--- src/rtl/cc_wb_load_ctrl_if.sv ---
// Writeback/load controller bus.
// Groups the request handshake, the writeback sources and the load-enable
// outputs of cc_wb_load_ctrl.
//   master : microsequencer / ALU / memory side (drives requests and data)
//   slave  : the controller itself
// Signals:
//   CC_WB_LOAD_Start_In          request valid (sampled only while Ready_Out=1)
//   CC_WB_LOAD_RD_In             source select at start: 1=memory, 0=ALU
//   CC_WB_LOAD_ALU_data_InBus    ALU result
//   CC_WB_LOAD_Address_InBus     destination register address
//   CC_WB_LOAD_MemReady_In       memory data valid this cycle
//   CC_WB_LOAD_Memory_data_InBus memory read data
//   CC_WB_LOAD_ErrorClear_In     synchronous clear of the sticky timeout flag
//   CC_WB_LOAD_data_OutBus       registered writeback data
//   CC_WB_LOAD_Load_OutBus       active-low one-cold register load enables
//   CC_WB_LOAD_Ready_Out         request can be accepted this cycle
//   CC_WB_LOAD_Timeout_Out       sticky memory-timeout flag
interface cc_wb_load_ctrl_if #(
    parameter int DATAWIDTH_BUS           = 32,
    parameter int DATAWIDTH_MIR_DIRECTION = 6,
    parameter int NUM_REGS                = 14
);
    logic                               CC_WB_LOAD_Start_In;
    logic                               CC_WB_LOAD_RD_In;
    logic [DATAWIDTH_BUS-1:0]           CC_WB_LOAD_ALU_data_InBus;
    logic [DATAWIDTH_MIR_DIRECTION-1:0] CC_WB_LOAD_Address_InBus;
    logic                               CC_WB_LOAD_MemReady_In;
    logic [DATAWIDTH_BUS-1:0]           CC_WB_LOAD_Memory_data_InBus;
    logic                               CC_WB_LOAD_ErrorClear_In;
    logic [DATAWIDTH_BUS-1:0]           CC_WB_LOAD_data_OutBus;
    logic [NUM_REGS-1:0]                CC_WB_LOAD_Load_OutBus;
    logic                               CC_WB_LOAD_Ready_Out;
    logic                               CC_WB_LOAD_Timeout_Out;

    modport master (
        output CC_WB_LOAD_Start_In, CC_WB_LOAD_RD_In, CC_WB_LOAD_ALU_data_InBus,
               CC_WB_LOAD_Address_InBus, CC_WB_LOAD_MemReady_In,
               CC_WB_LOAD_Memory_data_InBus, CC_WB_LOAD_ErrorClear_In,
        input  CC_WB_LOAD_data_OutBus, CC_WB_LOAD_Load_OutBus,
               CC_WB_LOAD_Ready_Out, CC_WB_LOAD_Timeout_Out
    );

    modport slave (
        input  CC_WB_LOAD_Start_In, CC_WB_LOAD_RD_In, CC_WB_LOAD_ALU_data_InBus,
               CC_WB_LOAD_Address_InBus, CC_WB_LOAD_MemReady_In,
               CC_WB_LOAD_Memory_data_InBus, CC_WB_LOAD_ErrorClear_In,
        output CC_WB_LOAD_data_OutBus, CC_WB_LOAD_Load_OutBus,
               CC_WB_LOAD_Ready_Out, CC_WB_LOAD_Timeout_Out
    );
endinterface

--- src/rtl/cc_wb_load_ctrl.sv ---
// Writeback/load controller for the datapath register file.
// Registers the writeback source (ALU result or memory read data) and pulses
// exactly one active-low register load enable per accepted request. Memory
// requests wait for MemReady with a timeout; a timeout sets a sticky flag and
// aborts the request without a load pulse.
// Ports:
//   CC_WB_LOAD_CLOCK_50     system clock, rising edge
//   CC_WB_LOAD_RESET_InHigh asynchronous active-high reset
//   bus                     cc_wb_load_ctrl_if slave (handshake, data, enables)
module cc_wb_load_ctrl #(
    parameter int DATAWIDTH_BUS           = 32,
    parameter int DATAWIDTH_MIR_DIRECTION = 6,
    parameter int NUM_REGS                = 14,
    parameter int REG_BASE                = 2,
    parameter int MEM_TIMEOUT             = 15
) (
    input logic              CC_WB_LOAD_CLOCK_50,
    input logic              CC_WB_LOAD_RESET_InHigh,
    cc_wb_load_ctrl_if.slave bus
);
    localparam int AW   = DATAWIDTH_MIR_DIRECTION;
    // One extra bit so addresses below REG_BASE cannot wrap into range.
    localparam int OFFW = DATAWIDTH_MIR_DIRECTION + 1;
    localparam logic [OFFW-1:0] BASE_W = OFFW'(REG_BASE);
    localparam logic [OFFW-1:0] NREG_W = OFFW'(NUM_REGS);
    localparam logic [7:0]      LAST_WAIT = 8'(MEM_TIMEOUT - 1);

    typedef enum logic [1:0] {IDLE, WAIT_MEM, WRITE} state_t;

    state_t                   state;
    logic [DATAWIDTH_BUS-1:0] dataReg;
    logic [NUM_REGS-1:0]      loadReg;
    logic                     readyReg;
    logic                     timeoutReg;
    logic [7:0]               waitCnt;
    logic [AW-1:0]            addrReg;

    // Active-low one-cold enable for an address; all ones when out of range.
    function automatic logic [NUM_REGS-1:0] decodeLoad(input logic [AW-1:0] addr);
        logic [OFFW-1:0] addrExt;
        logic [OFFW-1:0] offset;
        decodeLoad = '1;
        addrExt    = {1'b0, addr};
        offset     = addrExt - BASE_W;
        if (addrExt >= BASE_W && offset < NREG_W) begin
            for (int unsigned i = 0; i < NUM_REGS; i++) begin
                if (offset == OFFW'(i)) decodeLoad[i] = 1'b0;
            end
        end
    endfunction

    // Load enables are registered alongside the transition into WRITE, so
    // the pulse lines up with the WRITE state and carries no decode glitches.
    always_ff @(posedge CC_WB_LOAD_CLOCK_50 or posedge CC_WB_LOAD_RESET_InHigh) begin
        if (CC_WB_LOAD_RESET_InHigh) begin
            state      <= IDLE;
            dataReg    <= '0;
            loadReg    <= '1;
            readyReg   <= 1'b1;
            timeoutReg <= 1'b0;
            waitCnt    <= '0;
            addrReg    <= '0;
        end else begin
            loadReg  <= '1;
            readyReg <= 1'b1;
            // A timeout raised below in the same cycle overrides this clear.
            if (bus.CC_WB_LOAD_ErrorClear_In) timeoutReg <= 1'b0;
            case (state)
                IDLE, WRITE: begin
                    if (bus.CC_WB_LOAD_Start_In) begin
                        addrReg <= bus.CC_WB_LOAD_Address_InBus;
                        if (bus.CC_WB_LOAD_RD_In) begin
                            waitCnt  <= '0;
                            state    <= WAIT_MEM;
                            readyReg <= 1'b0;
                        end else begin
                            dataReg <= bus.CC_WB_LOAD_ALU_data_InBus;
                            loadReg <= decodeLoad(bus.CC_WB_LOAD_Address_InBus);
                            state   <= WRITE;
                        end
                    end else begin
                        state <= IDLE;
                    end
                end
                WAIT_MEM: begin
                    if (bus.CC_WB_LOAD_MemReady_In) begin
                        dataReg <= bus.CC_WB_LOAD_Memory_data_InBus;
                        loadReg <= decodeLoad(addrReg);
                        state   <= WRITE;
                    end else if (waitCnt == LAST_WAIT) begin
                        timeoutReg <= 1'b1;
                        state      <= IDLE;
                    end else begin
                        waitCnt  <= waitCnt + 8'd1;
                        readyReg <= 1'b0;
                    end
                end
                default: state <= IDLE;
            endcase
        end
    end

    assign bus.CC_WB_LOAD_data_OutBus = dataReg;
    assign bus.CC_WB_LOAD_Load_OutBus = loadReg;
    assign bus.CC_WB_LOAD_Ready_Out   = readyReg;
    assign bus.CC_WB_LOAD_Timeout_Out = timeoutReg;
endmodule

--- src/flat_wrapper.sv ---
// flat-port wrapper written by rule: the top's interface ports become plain ports
module cc_wb_load_ctrl_flat 
#(
    parameter int DATAWIDTH_BUS           = 32,
    parameter int DATAWIDTH_MIR_DIRECTION = 6,
    parameter int NUM_REGS                = 14,
    parameter int REG_BASE                = 2,
    parameter int MEM_TIMEOUT             = 15
)
  (CC_WB_LOAD_CLOCK_50, CC_WB_LOAD_RESET_InHigh, bus_CC_WB_LOAD_Start_In, bus_CC_WB_LOAD_RD_In, bus_CC_WB_LOAD_ALU_data_InBus, bus_CC_WB_LOAD_Address_InBus, bus_CC_WB_LOAD_MemReady_In, bus_CC_WB_LOAD_Memory_data_InBus, bus_CC_WB_LOAD_ErrorClear_In, bus_CC_WB_LOAD_data_OutBus, bus_CC_WB_LOAD_Load_OutBus, bus_CC_WB_LOAD_Ready_Out, bus_CC_WB_LOAD_Timeout_Out);
  cc_wb_load_ctrl_if #(.DATAWIDTH_BUS(DATAWIDTH_BUS), .DATAWIDTH_MIR_DIRECTION(DATAWIDTH_MIR_DIRECTION), .NUM_REGS(NUM_REGS)) bus_i ();
  input logic CC_WB_LOAD_CLOCK_50;
  input logic CC_WB_LOAD_RESET_InHigh;
  input wire logic [$bits(bus_i.CC_WB_LOAD_Start_In)-1:0] bus_CC_WB_LOAD_Start_In;
  input wire logic [$bits(bus_i.CC_WB_LOAD_RD_In)-1:0] bus_CC_WB_LOAD_RD_In;
  input wire logic [$bits(bus_i.CC_WB_LOAD_ALU_data_InBus)-1:0] bus_CC_WB_LOAD_ALU_data_InBus;
  input wire logic [$bits(bus_i.CC_WB_LOAD_Address_InBus)-1:0] bus_CC_WB_LOAD_Address_InBus;
  input wire logic [$bits(bus_i.CC_WB_LOAD_MemReady_In)-1:0] bus_CC_WB_LOAD_MemReady_In;
  input wire logic [$bits(bus_i.CC_WB_LOAD_Memory_data_InBus)-1:0] bus_CC_WB_LOAD_Memory_data_InBus;
  input wire logic [$bits(bus_i.CC_WB_LOAD_ErrorClear_In)-1:0] bus_CC_WB_LOAD_ErrorClear_In;
  output wire logic [$bits(bus_i.CC_WB_LOAD_data_OutBus)-1:0] bus_CC_WB_LOAD_data_OutBus;
  output wire logic [$bits(bus_i.CC_WB_LOAD_Load_OutBus)-1:0] bus_CC_WB_LOAD_Load_OutBus;
  output wire logic [$bits(bus_i.CC_WB_LOAD_Ready_Out)-1:0] bus_CC_WB_LOAD_Ready_Out;
  output wire logic [$bits(bus_i.CC_WB_LOAD_Timeout_Out)-1:0] bus_CC_WB_LOAD_Timeout_Out;
  assign bus_i.CC_WB_LOAD_Start_In = bus_CC_WB_LOAD_Start_In;
  assign bus_i.CC_WB_LOAD_RD_In = bus_CC_WB_LOAD_RD_In;
  assign bus_i.CC_WB_LOAD_ALU_data_InBus = bus_CC_WB_LOAD_ALU_data_InBus;
  assign bus_i.CC_WB_LOAD_Address_InBus = bus_CC_WB_LOAD_Address_InBus;
  assign bus_i.CC_WB_LOAD_MemReady_In = bus_CC_WB_LOAD_MemReady_In;
  assign bus_i.CC_WB_LOAD_Memory_data_InBus = bus_CC_WB_LOAD_Memory_data_InBus;
  assign bus_i.CC_WB_LOAD_ErrorClear_In = bus_CC_WB_LOAD_ErrorClear_In;
  assign bus_CC_WB_LOAD_data_OutBus = bus_i.CC_WB_LOAD_data_OutBus;
  assign bus_CC_WB_LOAD_Load_OutBus = bus_i.CC_WB_LOAD_Load_OutBus;
  assign bus_CC_WB_LOAD_Ready_Out = bus_i.CC_WB_LOAD_Ready_Out;
  assign bus_CC_WB_LOAD_Timeout_Out = bus_i.CC_WB_LOAD_Timeout_Out;
  cc_wb_load_ctrl #(.DATAWIDTH_BUS(DATAWIDTH_BUS), .DATAWIDTH_MIR_DIRECTION(DATAWIDTH_MIR_DIRECTION), .NUM_REGS(NUM_REGS), .REG_BASE(REG_BASE), .MEM_TIMEOUT(MEM_TIMEOUT)) u_core (.CC_WB_LOAD_CLOCK_50(CC_WB_LOAD_CLOCK_50), .CC_WB_LOAD_RESET_InHigh(CC_WB_LOAD_RESET_InHigh), .bus(bus_i));
endmodule
--- config.mk ---
export PLATFORM = sky130hd
export DESIGN_NAME = cc_wb_load_ctrl_flat
export DESIGN_NICKNAME = d
export VERILOG_FILES = /design/src/rtl/cc_wb_load_ctrl_if.sv /design/src/rtl/cc_wb_load_ctrl.sv /design/src/flat_wrapper.sv
export SDC_FILE = /design/constraint.sdc
export NUM_CORES = 1
export LEC_CHECK = 0
export CORE_MARGIN = 8
export CORE_UTILIZATION = 44
export DETAILED_ROUTE_END_ITERATION = 7
export HOLD_SLACK_MARGIN = 0.02
export PLACE_DENSITY = 0.83
export SYNTH_ARGS = -nofsm -noshare
export SYNTH_HDL_FRONTEND = slang
export SYNTH_SLANG_ARGS = --single-unit
export TNS_END_PERCENT = 10
--- constraint.sdc ---
create_clock -name CC_WB_LOAD_CLOCK_50 -period 2.3 [get_ports CC_WB_LOAD_CLOCK_50]
set_input_delay 0.345 -clock CC_WB_LOAD_CLOCK_50 [delete_from_list [all_inputs] [get_ports CC_WB_LOAD_CLOCK_50]]
set_output_delay 0.345 -clock CC_WB_LOAD_CLOCK_50 [all_outputs]
set_load 0.03 [all_outputs]
* Word level (Yosys, flattened, before mapping) *
Index checks and enable logic that the tools add are counted.

word-level totals
  register bits after elaboration = 64
  input port bits = 76
  output and inout port bits = 48
  logic and storage cells = 117

cells by class
  $add $sub $neg = 3
  order comparisons = 4
  equality and inequality tests = 36
  mux-type cells = 57
  reduce and logical (&&, ||, !) cells = 10

operators with widths
  cell                                                                           number
  32-bit two-way mux                                                             3
  7-bit by 4-bit equality test with 1-bit output (second input constant)         12
  14-bit two-way mux                                                             5
  32-bit one-hot mux with 2 select lines                                         1
  7-bit by 3-bit equality test with 1-bit output (second input constant)         8
  1-bit two-way mux                                                              36
  8-bit two-way mux                                                              4
  7-bit by 2-bit equality test with 1-bit output (second input constant)         4
  14-bit one-hot mux with 2 select lines                                         1
  8-bit one-hot mux with 2 select lines                                          1
  7-bit by 1-bit equality test with 1-bit output (second input constant)         2
  7-bit logical NOT                                                              2
  7-bit by 4-bit less-than comparator with 1-bit output (second input constant)  2
  6-bit by 2-bit subtractor with 7-bit output (second input constant)            2
  6-bit by 2-bit >= comparator with 1-bit output (second input constant)         2
  2-bit inequality test (second input constant)                                  6
  8-bit by 1-bit adder with 8-bit output (second input constant)                 1
  8-bit by 4-bit equality test with 1-bit output (second input constant)         1
  2-bit two-way mux                                                              4
  5-bit AND reduction                                                            1
  2-bit one-hot mux with 2 select lines                                          1
  4-bit AND reduction                                                            1
  3-bit by 2-bit inequality test with 1-bit output (second input constant)       1
  2-bit by 1-bit equality test with 1-bit output (second input constant)         1
  7 further kinds                                                                8

* Logic depth before layout (Yosys ltp) *
  depth in word-level cells = 7
  gate-level depth with buffers = 7
  depth with buffers taken out = 6

* Worst setup path before layout *
OpenSTA, ideal clock, no wires.

  path type = input to register
  from = in bus_CC_WB_LOAD_Address_InBus[1]
  to = reg u_core.loadReg[2] (netlist: u_core.bus.CC_WB_LOAD_Load_OutBus[2])
  library setup time = 0.099 ns
  arrival = 1.711 ns
  data required time = 2.201 ns
  setup slack = 0.490 ns
  stages = 6
  path buffers = 0
  cell sequence = inv_1 -> ha_1 -> or3b_2 -> a31o_2 -> a211oi_1 -> a22oi_1

on the way
  cells in the longest elaborated chain, start to end = 7
  elaborated cells between the ends (all ways) = 10
  classes of those cells = add/sub: 1; order compare: 2; eq/ne: 1; mux: 5; reduce/logical: 1

RTL lines
  what                                                                                                                     line                                          RTL
  start, declared                                                                                                          flat_wrapper.sv:17                            input wire logic [$bits(bus_i.CC_WB_LOAD_Address_InBus)-1:0] bus_CC_WB_LOAD_Address_InBus;
  6-bit by 2-bit subtractor with 7-bit output                                                                              cc_wb_load_ctrl.sv:44                         offset = addrExt - BASE_W;
  7-bit by 4-bit less-than comparator with 1-bit output or 7-bit by 2-bit equality test with 1-bit output (tied branches)  cc_wb_load_ctrl.sv:45, cc_wb_load_ctrl.sv:47
  1-bit logical AND or 1-bit two-way mux (tied branches)                                                                   cc_wb_load_ctrl.sv:45, cc_wb_load_ctrl.sv:47
  14-bit two-way mux *                                                                                                     cc_wb_load_ctrl.sv:45                         if (addrExt >= BASE_W && offset < NREG_W) begin
  14-bit two-way mux *                                                                                                     cc_wb_load_ctrl.sv:72                         if (bus.CC_WB_LOAD_RD_In) begin
  14-bit two-way mux *                                                                                                     cc_wb_load_ctrl.sv:70                         if (bus.CC_WB_LOAD_Start_In) begin
  14-bit one-hot mux with 2 select lines *                                                                                 cc_wb_load_ctrl.sv:68                         case (state)
  end signal, assigned                                                                                                     cc_wb_load_ctrl.sv:78                         loadReg <= decodeLoad(bus.CC_WB_LOAD_Address_InBus);
  end signal, assigned                                                                                                     cc_wb_load_ctrl.sv:88                         loadReg <= decodeLoad(addrReg);
  end, declared                                                                                                            cc_wb_load_ctrl.sv:32                         logic [NUM_REGS-1:0] loadReg;

Every way passes the cells marked *; elsewhere a longest branch is shown, timed or not.
A chain may end at the register's enable or synchronous reset.

* Worst setup path after layout *
Same ends and word-level chain as after synthesis.

==> flow_metrics.env <==
export IMPL_maximum_buffer_depth_of_the_clock_tree=2
export IMPL_fp_dieArea_mm2=0.0100
export IMPL_clock_insertion_delay_worst_skew_ns=0.33
export IMPL_crit_path_top_delay_cell="clkdlybuf4s50_1"
export IMPL_synth_ff_latch_count=64
export IMPL_cap_viol_max_count=0
export IMPL_cells_after_synthesis=296
export IMPL_avgRoutedWirePerCell_um=16.8
export IMPL_top_cell_type_s_share_of_synthesized_area_pct=39.4
export IMPL_switching_part_of_the_total_power_pct=32.9
export IMPL_hold_slack_ns=0.375
export IMPL_clockRootBuffer="clkbuf_8"
export IMPL_crit_path_max_fanout=2
export IMPL_sequential_cell_area_mm2=0.00162
export IMPL_drt_pass1_iterations=4
export IMPL_cts_hold_buf=0
export IMPL_totalWireLength_mm=9.06
export IMPL_finalCoreUtilization_pct=70.6
export IMPL_net_switching_power_uw=1230
export IMPL_wl_met3_um=571
export IMPL_via_count_of_the_first_global_routing_pass=2785
export IMPL_async_set_reset_flop_share_out_of_synthesis_pct=100
export IMPL_routed_top_layer="met4"
export IMPL_timing_slew_headroom_pct=63.9
export IMPL_multi_input_comb_area_mm2=0.00141
export IMPL_num_antenna_cells=0
export IMPL_power_combinational_fraction_pct=34.1
export IMPL_core_rowCount=30
export IMPL_floorplan_io_pins=124
export IMPL_ant_nets=0
export IMPL_core_region_area_mm2=0.00683
export IMPL_maxClockFrequency_mhz=496
export IMPL_intPower_uw=2510
export IMPL_synth_seq_area_share_pct=52.1
export IMPL_rsz0062_at_grt="no"
export IMPL_yosys_warnings=0
export IMPL_net_count_of_the_finished_layout=520
export IMPL_finalHoldViolations=0
export IMPL_layout_drive_gt1_share_pct=14.2
export IMPL_cts_setup_buffers=0
export IMPL_syn_nets=378
export IMPL_sink_count_of_the_clock_tree=64
export IMPL_h_tree_depth=3
export IMPL_worstPathArrival_ns=2.25
export IMPL_ys_flop_type="dfrtp_1"
export IMPL_hp_class="in2async"
export IMPL_die_w_um=100
export IMPL_crit_chain="clkdlybuf4s50_1 -> inv_1 -> ha_1 -> or3b_2 -> a31o_2 -> a211oi_1 -> a22oi_1"
export IMPL_final_fill_count=507
export IMPL_fin_worst_skew_ns=0.0131
export IMPL_syn_area_per_cell_um2=10.5
export IMPL_start_util_pct=45.5
export IMPL_clock_power_share_pct=27.6
export IMPL_syn_area_mm2=0.00311
export IMPL_drt_drc_violations_left=0
export IMPL_grt_max_degree=66
export IMPL_crit_path_end_kind="flop"
export IMPL_numCtsBuffers=9
export IMPL_drt_iter0_drc=88
export IMPL_worst_ir_drop_vdd_mv=0.314
export IMPL_grt_first_pass_wirelength_mm=14.0
export IMPL_status="complete, no violations"
export IMPL_min_period_over_period_pct=87.6
export IMPL_synth_largest_area_cell="dfrtp_1"
export IMPL_layout_commonest_cell="clkdlybuf4s50_1"
export IMPL_timing_worst_slew_pin_value_ns=0.538
export IMPL_timing_worst_setup_path_type="in2reg"
export IMPL_finalMaxSlewViolations=0
export IMPL_p_per_area_mw_per_mm2=777
export IMPL_grt_overflow_total=0
export IMPL_post_synth_num_cell_types=42
export IMPL_post_drt_via_cell_ratio=5.17
export IMPL_grtUsageTotal_pct=17.6
export IMPL_detailroute_wirelength_met2_mm=4.46
export IMPL_cts_tree="built"
export IMPL_layout_area_overhead_vs_synth_pct=55.1
export IMPL_synthTopCellsByArea="dfrtp_1, dfstp_2, mux2i_1, o21ai_0, nand2_1"
export IMPL_period_needed_ns=2.02
export IMPL_cp_slowest_stage_delay_ns=0.48
export IMPL_most_common_layout_cells="clkdlybuf4s50_1, dfrtp_1, nand2_1"
export IMPL_place_hpwl_mm=7.13
export IMPL_cp_required_ns=2.53
export IMPL_seq_power_share_pct=38.3
export IMPL_antenna_found_initial=0
export IMPL_route_layer_met1_wl_mm=3.92
export IMPL_clk_pin_slew_worst_paths_ns=0.07
export IMPL_route_vias_total=2788
export IMPL_cp_startpoint_kind="input port"
export IMPL_cts_resized=0
export IMPL_floorplan_die_height_um=100
export IMPL_gpl_final_weighted_congestion=0.848
export IMPL_synth_edff_count=0
export IMPL_static_leakage_power_uw=0.00198
export IMPL_setup_viol_count_final=0
export IMPL_numPortBuffers=123
cell families after synthesis:
kind of cell	Yosys count	share of synthesized area [%]
AO/OA/AOI/OAI	70	14.1
XOR/XNOR	6	1.69
adder cells (fa/ha/maj)	6	2.41
buffers and inverters	24	3.22
flip-flops	64	52.1
multiplexers	36	11.8
AND/OR/NAND/NOR	90	14.7
metal layers:
metal	track usage, %	vias up
li1	-	1349
met1	20.7	1326
met2	30.8	101
met3	4.57	12
met4	5.00	0
met5	0	-
flip-flops by register name, indices dropped and copies added (netlist names):
name                               flops
u_core.state                           2
u_core.addrReg                         6
u_core.bus.CC_WB_LOAD_Load_OutBus     14
u_core.waitCnt                         8
u_core.bus.CC_WB_LOAD_data_OutBus     32
u_core.bus.CC_WB_LOAD_Ready_Out        1
u_core.bus.CC_WB_LOAD_Timeout_Out      1
through the flow:
step	cells	total power [uW]	TNS [ns]	area, um2	worst slack, ns
finish	539	3750	0	4820	0.284
global route	539	3940	0	4820	0.245
CTS	539	3780	0	4820	0.304
detailed placement	523	2740	-0.0720	4600	-0.0447
global placement	523	2700	-0.0201	4600	-0.0201
floorplan	296	2130	0	3110	0.382
cells in the mapped netlist, types with 2 or more instances:
master and number:
ha_1 6, nor3_1 9, o21ai_0 36, nand2b_1 3
buf_2 8, a32oi_1 3, nor2b_1 5, inv_1 11
a22oi_1 9, mux2_2 4, dfrtp_1 49, xor2_1 3
a21oi_1 7, xnor2_1 3, mux2i_1 32, nor2_1 6
nand2_1 42, a31oi_1 2, dfstp_2 15, and3b_1 2
o31ai_1 4, clkbuf_1 4, o211ai_1 3, nand3_1 5
nor3b_1 3, or3_1 3, nor4_1 4
power groups by stage:
| stage | Sequential, uW | Clock (uW) | Combinational [uW] |
|---|---|---|---|
| after floorplan | 1740 | 0 | 388 |
| after CTS | 1440 | 1050 | 1290 |
| final | 1430 | 1030 | 1280 |
| after global routing | 1460 | 1110 | 1370 |
| after global placement | 1440 | 0 | 1260 |
| after detailed placement | 1450 | 0 | 1280 |
critical path: cells and delay by family:
family / cells / cell delay, ns
AND/OR/NAND/NOR: 1 / 0.44
adder cells (fa/ha/maj): 1 / 0.20
buffers and inverters: 2 / 0.54
AO/OA/AOI/OAI: 3 / 0.72
worst paths after layout:
path,to,depth (start not counted),from,slack [ns]
worst max-delay path,u_core.bus.CC_WB_LOAD_Load_OutBus[2],7,bus_CC_WB_LOAD_Address_InBus[1],0.28
worst min-delay path,u_core.waitCnt[4],2,CC_WB_LOAD_RESET_InHigh,0.38
worst max register to register,u_core.waitCnt[1],6,u_core.waitCnt[0],0.44
worst min register to register,u_core.bus.CC_WB_LOAD_data_OutBus[24],2,u_core.bus.CC_WB_LOAD_data_OutBus[24],0.48
max in group asynchronous,u_core.bus.CC_WB_LOAD_Load_OutBus[8],3,CC_WB_LOAD_RESET_InHigh,1.30
min in group CC_WB_LOAD_CLOCK_50,u_core.bus.CC_WB_LOAD_data_OutBus[24],2,u_core.bus.CC_WB_LOAD_data_OutBus[24],0.48
layout make-up:
cell class	count	share of cell area, %
Tap cell	96	2.49
Inverter	11	0.856
Clock inverter	2	0.727
Multi-Input combinational cell	208	29.2
Clock buffer	14	3.81
Timing Repair Buffer	144	29.3
Sequential cell	64	33.6
No activity file was read; power rests on OpenSTA's default activity.
